`config.mk`:
```
export PLATFORM = sky130hd
export DESIGN_NAME = guess_arbiter_flat
export DESIGN_NICKNAME = d
export VERILOG_FILES = /design/src/rtl/guess_arbiter_if.sv /design/src/rtl/guess_arbiter.sv /design/src/flat_wrapper.sv
export SDC_FILE = /design/constraint.sdc
export NUM_CORES = 1
export LEC_CHECK = 0
export ABC_AREA = 1
export BUFFER_PORTS_ARGS = -buffer_cell sky130_fd_sc_hd__buf_2
export CORE_ASPECT_RATIO = 0.6
export CORE_MARGIN = 10
export CORE_UTILIZATION = 35
export DETAILED_ROUTE_END_ITERATION = 10
export MAX_ROUTING_LAYER = met4
export SLEW_MARGIN = 15
export SYNTH_ARGS = -nofsm -noshare
export SYNTH_HDL_FRONTEND = slang
export SYNTH_SLANG_ARGS = --single-unit
```
`constraint.sdc`:
```
create_clock -name clk -period 1.7 [get_ports clk]
set_input_delay 0.085 -clock clk [delete_from_list [all_inputs] [get_ports clk]]
set_output_delay 0.085 -clock clk [all_outputs]
set_load 0.02 [all_outputs]
```
`src/rtl/guess_arbiter_if.sv`:
```
// Groups the two player receiver channels and the game-side guess handshake.
// Latency: none. This file holds wiring only.
// Backpressure: game_rdy stalls the presented guess. Receivers are never stalled.
interface guess_arbiter_if;
    logic       ready_a;
    logic [7:0] rx_byte_a;
    logic       ready_b;
    logic [7:0] rx_byte_b;
    logic       game_rdy;
    logic [7:0] guess;
    logic       guess_valid;
    logic       src;
    logic       pending_a;
    logic       pending_b;
    logic       overflow_a;
    logic       overflow_b;

    // Stimulus side: drives receivers and game_rdy, observes the guess.
    modport master (
        output ready_a, rx_byte_a, ready_b, rx_byte_b, game_rdy,
        input  guess, guess_valid, src, pending_a, pending_b, overflow_a, overflow_b
    );

    // Arbiter side.
    modport slave (
        input  ready_a, rx_byte_a, ready_b, rx_byte_b, game_rdy,
        output guess, guess_valid, src, pending_a, pending_b, overflow_a, overflow_b
    );
endinterface

```
`src/rtl/guess_arbiter.sv`:
```
// Two-player guess arbiter: one-byte slot per player, round-robin onto one valid/ready guess port.
// Latency: guess_valid rises 1 cycle after pending_x. There is a 1-cycle GAP after each accepted guess.
// Backpressure: game_rdy low holds the guess. A new byte arriving at a full slot is dropped and sets sticky overflow_x.
// Option: define GUESS_LETTER_FILTER_EN to fold lowercase letters to uppercase and drop non-letters at capture.
module guess_arbiter (
    input  logic         clk,
    input  logic         nRst,
    guess_arbiter_if.slave bus
);
    typedef enum logic [1:0] {IDLE, PRESENT, GAP} state_t;

    state_t     state_q, state_d;
    logic       prev_a_q, prev_b_q;
    logic [7:0] slot_a_q, slot_a_d, slot_b_q, slot_b_d;
    logic       pend_a_q, pend_a_d, pend_b_q, pend_b_d;
    logic       ovf_a_q, ovf_a_d, ovf_b_q, ovf_b_d;
    logic       rr_q, rr_d;          // 0 = A has priority when both are pending
    logic [7:0] guess_q, guess_d;
    logic       src_q, src_d;
    logic       valid_q, valid_d;

    logic       rise_a, rise_b;
    logic       acc_a, acc_b;
    logic [7:0] byte_a, byte_b;
    logic       clr_a, clr_b;

    assign rise_a = bus.ready_a & ~prev_a_q;
    assign rise_b = bus.ready_b & ~prev_b_q;

    // Capture-side byte conditioning: optional letter filter and case fold.
    always_comb begin
        acc_a  = 1'b1;
        acc_b  = 1'b1;
        byte_a = bus.rx_byte_a;
        byte_b = bus.rx_byte_b;
`ifdef GUESS_LETTER_FILTER_EN
        if (bus.rx_byte_a >= 8'h61 && bus.rx_byte_a <= 8'h7A)
            byte_a = bus.rx_byte_a - 8'h20;
        else if (!(bus.rx_byte_a >= 8'h41 && bus.rx_byte_a <= 8'h5A))
            acc_a = 1'b0;
        if (bus.rx_byte_b >= 8'h61 && bus.rx_byte_b <= 8'h7A)
            byte_b = bus.rx_byte_b - 8'h20;
        else if (!(bus.rx_byte_b >= 8'h41 && bus.rx_byte_b <= 8'h5A))
            acc_b = 1'b0;
`endif
    end

    // Arbitration FSM: choose a source, hold the offer until accepted, then rest one cycle.
    always_comb begin
        state_d = state_q;
        rr_d    = rr_q;
        guess_d = guess_q;
        src_d   = src_q;
        valid_d = valid_q;
        clr_a   = 1'b0;
        clr_b   = 1'b0;
        case (state_q)
            IDLE: begin
                if (pend_a_q || pend_b_q) begin
                    // With both pending the pointer decides; otherwise take whichever is full.
                    if (pend_a_q && pend_b_q) src_d = rr_q;
                    else                      src_d = pend_b_q;
                    guess_d = src_d ? slot_b_q : slot_a_q;
                    valid_d = 1'b1;
                    state_d = PRESENT;
                end
            end
            PRESENT: begin
                if (bus.game_rdy) begin
                    clr_a   = ~src_q;
                    clr_b   = src_q;
                    valid_d = 1'b0;
                    rr_d    = ~src_q;
                    state_d = GAP;
                end
            end
            GAP: begin
                state_d = IDLE;
            end
            default: begin
                state_d = IDLE;
                valid_d = 1'b0;
            end
        endcase
    end

    // Slot bookkeeping: capture on a rising strobe, drop on full, and let capture win over clear.
    always_comb begin
        slot_a_d = slot_a_q;
        slot_b_d = slot_b_q;
        pend_a_d = pend_a_q;
        pend_b_d = pend_b_q;
        ovf_a_d  = ovf_a_q;
        ovf_b_d  = ovf_b_q;
        if (rise_a && acc_a) begin
            if (pend_a_q && !clr_a) begin
                ovf_a_d = 1'b1;
            end else begin
                slot_a_d = byte_a;
                pend_a_d = 1'b1;
            end
        end else if (clr_a) begin
            pend_a_d = 1'b0;
        end
        if (rise_b && acc_b) begin
            if (pend_b_q && !clr_b) begin
                ovf_b_d = 1'b1;
            end else begin
                slot_b_d = byte_b;
                pend_b_d = 1'b1;
            end
        end else if (clr_b) begin
            pend_b_d = 1'b0;
        end
    end

    // State registers. The previous strobe samples reset high, so a strobe held across reset release is not taken as an edge.
    always_ff @(posedge clk) begin
        if (!nRst) begin
            state_q  <= IDLE;
            prev_a_q <= 1'b1;
            prev_b_q <= 1'b1;
            slot_a_q <= 8'h00;
            slot_b_q <= 8'h00;
            pend_a_q <= 1'b0;
            pend_b_q <= 1'b0;
            ovf_a_q  <= 1'b0;
            ovf_b_q  <= 1'b0;
            rr_q     <= 1'b0;
            guess_q  <= 8'h00;
            src_q    <= 1'b0;
            valid_q  <= 1'b0;
        end else begin
            state_q  <= state_d;
            prev_a_q <= bus.ready_a;
            prev_b_q <= bus.ready_b;
            slot_a_q <= slot_a_d;
            slot_b_q <= slot_b_d;
            pend_a_q <= pend_a_d;
            pend_b_q <= pend_b_d;
            ovf_a_q  <= ovf_a_d;
            ovf_b_q  <= ovf_b_d;
            rr_q     <= rr_d;
            guess_q  <= guess_d;
            src_q    <= src_d;
            valid_q  <= valid_d;
        end
    end

    assign bus.guess       = guess_q;
    assign bus.guess_valid = valid_q;
    assign bus.src         = src_q;
    assign bus.pending_a   = pend_a_q;
    assign bus.pending_b   = pend_b_q;
    assign bus.overflow_a  = ovf_a_q;
    assign bus.overflow_b  = ovf_b_q;
endmodule

```
`src/flat_wrapper.sv`:
```
// flat-port wrapper written by rule: the top's interface ports become plain ports
module guess_arbiter_flat 
  (clk, nRst, bus_ready_a, bus_rx_byte_a, bus_ready_b, bus_rx_byte_b, bus_game_rdy, bus_guess, bus_guess_valid, bus_src, bus_pending_a, bus_pending_b, bus_overflow_a, bus_overflow_b);
  guess_arbiter_if bus_i ();
  input  logic clk;
  input  logic nRst;
  input wire logic [$bits(bus_i.ready_a)-1:0] bus_ready_a;
  input wire logic [$bits(bus_i.rx_byte_a)-1:0] bus_rx_byte_a;
  input wire logic [$bits(bus_i.ready_b)-1:0] bus_ready_b;
  input wire logic [$bits(bus_i.rx_byte_b)-1:0] bus_rx_byte_b;
  input wire logic [$bits(bus_i.game_rdy)-1:0] bus_game_rdy;
  output wire logic [$bits(bus_i.guess)-1:0] bus_guess;
  output wire logic [$bits(bus_i.guess_valid)-1:0] bus_guess_valid;
  output wire logic [$bits(bus_i.src)-1:0] bus_src;
  output wire logic [$bits(bus_i.pending_a)-1:0] bus_pending_a;
  output wire logic [$bits(bus_i.pending_b)-1:0] bus_pending_b;
  output wire logic [$bits(bus_i.overflow_a)-1:0] bus_overflow_a;
  output wire logic [$bits(bus_i.overflow_b)-1:0] bus_overflow_b;
  assign bus_i.ready_a = bus_ready_a;
  assign bus_i.rx_byte_a = bus_rx_byte_a;
  assign bus_i.ready_b = bus_ready_b;
  assign bus_i.rx_byte_b = bus_rx_byte_b;
  assign bus_i.game_rdy = bus_game_rdy;
  assign bus_guess = bus_i.guess;
  assign bus_guess_valid = bus_i.guess_valid;
  assign bus_src = bus_i.src;
  assign bus_pending_a = bus_i.pending_a;
  assign bus_pending_b = bus_i.pending_b;
  assign bus_overflow_a = bus_i.overflow_a;
  assign bus_overflow_b = bus_i.overflow_b;
  guess_arbiter u_core (.clk(clk), .nRst(nRst), .bus(bus_i));
endmodule
```
==> impl_metrics.tcl <==
set metrics [dict create \
    area_growth_pct 21.1 \
    pin_count 35 \
    hold_buffers 2 \
    setup_tns_ns 0 \
    met1_usage 0.142 \
    cts-resized-gates 0 \
    min_from "bus_game_rdy" \
    dr.first_iter.drc_count 60 \
    diodes 0 \
    drc_errors 0 \
    syn_area_um2 1530 \
    firstDrtPassIters 4 \
    hold_depth 3 \
    p_total_mw 1.78 \
    syn-instance-count 226 \
    ant_nets 0 \
    slowest_stage "dlygate4sd3_1" \
    cellLeakagePower_nw 0.945 \
    place_inst 316 \
    end_kind "flop" \
    drive_gt1_frac 0.195 \
    slew_headroom 0.709 \
    synthAdderAreaFrac 0 \
    grt_max_degree 23 \
    synth-compound-area-share 0.0835 \
    fillerInstances 478 \
    grt_usage 0.106 \
    yosysMostFrequentCell "nand2_1" \
    vdd_drop_max_mv 0.302 \
    met3_usage 0.0506 \
    worstPathMaxFanout 11 \
    htree_levels 2 \
    synth-simple-area-share 0.332 \
    final-setup-viol-count 0 \
    min_period_over_period 0.773 \
    status "finished, final reports clean" \
    cap_violations 0 \
    fin_crit_ns 1.31 \
    finClkSkew_ns 0.00363 \
    yosys_warnings 0 \
    final_hold_viol_count 0 \
    rr_startpoint "u_core.bus.src" \
    antenna_found_initial 0 \
    place_area_um2 1750 \
    place.gp.congestion 0.799 \
    clkSinkCount 35 \
    cts_max_path_buffers 2 \
    worst_pin_slew_ns 0.436 \
    reg2reg_depth 7 \
    max_stage_delay_ns 0.53 \
    ys_top_cells_by_area "dfxtp_1 46%, nand2_1 12%, nor2_1 9.8%" \
    die_width_um 105 \
    synthArstFlopShare 0 \
    tritoncts "yes" \
    via_per_inst 4.29 \
    crit_buf_inv 4 \
    clock.fmax_ghz 0.761 \
    synthTopCellsByCount "49 x nand2_1, 40 x nor2_1, 35 x dfxtp_1" \
    wl_um 3730 \
    crit_required_ns 1.89 \
    cp.arrival_ns 1.50 \
    num_rows 18 \
    grt_pass1_vias 1296 \
    route.detailed.wl_per_inst_um 11.4 \
    crit_start "bus_ready_b" \
    vias 1397 \
    postCtsSetupBuffers 0 \
    die_h_um 71.2 \
    die_area_um2 7490 \
    drv_slew 0 \
    syn_avg_cell_area_um2 6.76 \
    initial_core_util 0.367 \
    synth_mux_area_frac 0 \
    critPathKind "input port to flop" \
    power.density_nw_per_um2 959 \
    design_area_um2 1850 \
    synth_top_family_by_area "simple AND/OR/NAND/NOR gates" \
    synthFlopType "dfxtp_1" \
    synth-xor-area-share 0 \
    worst-path-stages 8 \
    grt.met2_usage 0.133 \
    clkTransAtPathRegs_ns 0.07 \
    min_path_type "input port to flop" \
    synth_edf_count 0 \
    grt_pass1_wl_um 6180 \
    core_um2 4170 \
    dp_hpwl_um 2740 \
    synth_nets 247 \
    nNetsFinal 286 \
    cp_cell_sequence "dlygate4sd3_1 > buf_2 > inv_1 > nor2_2 > buf_4 > nand3_1 > nand2_1 > nor2_1" \
    overflow 0 \
    cts_buffers 5 \
    cts-root-buf "clkbuf_8" \
    clk-insertion-delay-late_ns 0.29 \
    grt_busiest_layer "met1" \
    synth_top_area_frac 0.459 \
    synth.largest_area_cell "dfxtp_1" \
    stdcell_count 326 \
    cpLargestDelayFamily "buffers and inverters" \
    synth-seq-cells 35 \
    synth-seq-area-share 0.459 \
    rsz0062_at_grt "false" \
    portBuffers 34 \
    final_util 0.444 \
    synth.distinct_cells 17 \
    cp-start-kind "input port" \
]
[worst paths after layout]
check | endpoint | slack [ns]
worst max-delay path | u_core.slot_b_q[2] | 0.39
worst min register to register | u_core.bus.overflow_b | 0.44
worst max register to register | u_core.slot_b_q[4] | 0.44
worst min-delay path | u_core.state_q[1] | 0.08
[cell type report]
cell class	instances	area [um^2]	share of cell area
Timing Repair Buffer	41	228	0.123
Clock inverter	1	5.00	0.00270
Multi-Input combinational cell	147	634	0.343
Sequential cell	35	701	0.379
Tap cell	60	75.1	0.0406
Clock buffer	7	76.3	0.0412
Inverter	35	131	0.0710
[worst register-to-register path: stages, from the launching register on]
cell     delay, ns
dfxtp_1       0.42
nand2_1       0.07
inv_1         0.05
nand2_1       0.11
nand2_2       0.27
nand3_1       0.12
nand2_1       0.08
nor2_1        0.04
[per-stage QoR]
stage               hold slack, ns  setup WS [ns]
CTS                         0.0784          0.410
finish                      0.0826          0.386
floorplan                    0.192          0.510
global placement             0.283          0.453
global route                0.0985          0.324
detailed placement           0.289          0.462
[report_power, final]
group | total (mW) | internal, mW | switching [mW]
sequential | 0.909 | 0.874 | 0.0345
combinational | 0.288 | 0.111 | 0.176
clock | 0.579 | 0.287 | 0.292
total | 1.78 | 1.27 | 0.503
[flip-flops by register name (all words and copies together) (netlist names), 2 cells and up]
register	cells
u_core.slot_a_q	8
u_core.slot_b_q	8
u_core.bus.guess	8
u_core.state_q	2
[routing by layer]
metal | wire length (um) | vias to the layer above
met5 | 0 | -
met4 | 48 | 0
met3 | 212 | 5
met2 | 1380 | 30
met1 | 2090 | 596
li1 | - | 766
[cells in the final DEF, fill, tap and decap left out]
master / Yosys / routed
dlygate4sd3_1: 0 / 2
nand2_1: 49 / 49
o21a_1: 1 / 1
nor2_1: 40 / 40
inv_2: 1 / 1
buf_2: 1 / 34
clkinv_2: 0 / 1
nor2_2: 3 / 3
nand3_1: 26 / 26
a21oi_1: 22 / 22
nor3_1: 1 / 1
clkbuf_8: 0 / 5
clkbuf_1: 3 / 2
nand2_2: 3 / 3
inv_1: 34 / 34
o21ai_1: 1 / 1
dfxtp_1: 35 / 35
o21ai_0: 1 / 1
buf_4: 3 / 5
[logic make-up (layout without fill, tap and decap cells)]
family	Yosys count	after routing
AOI/OAI and AO/OA	25	25
DFF	35	35
and+or+nand+nor	122	122
buffers and inverters	44	84
(Power assumes the default switching activity.)
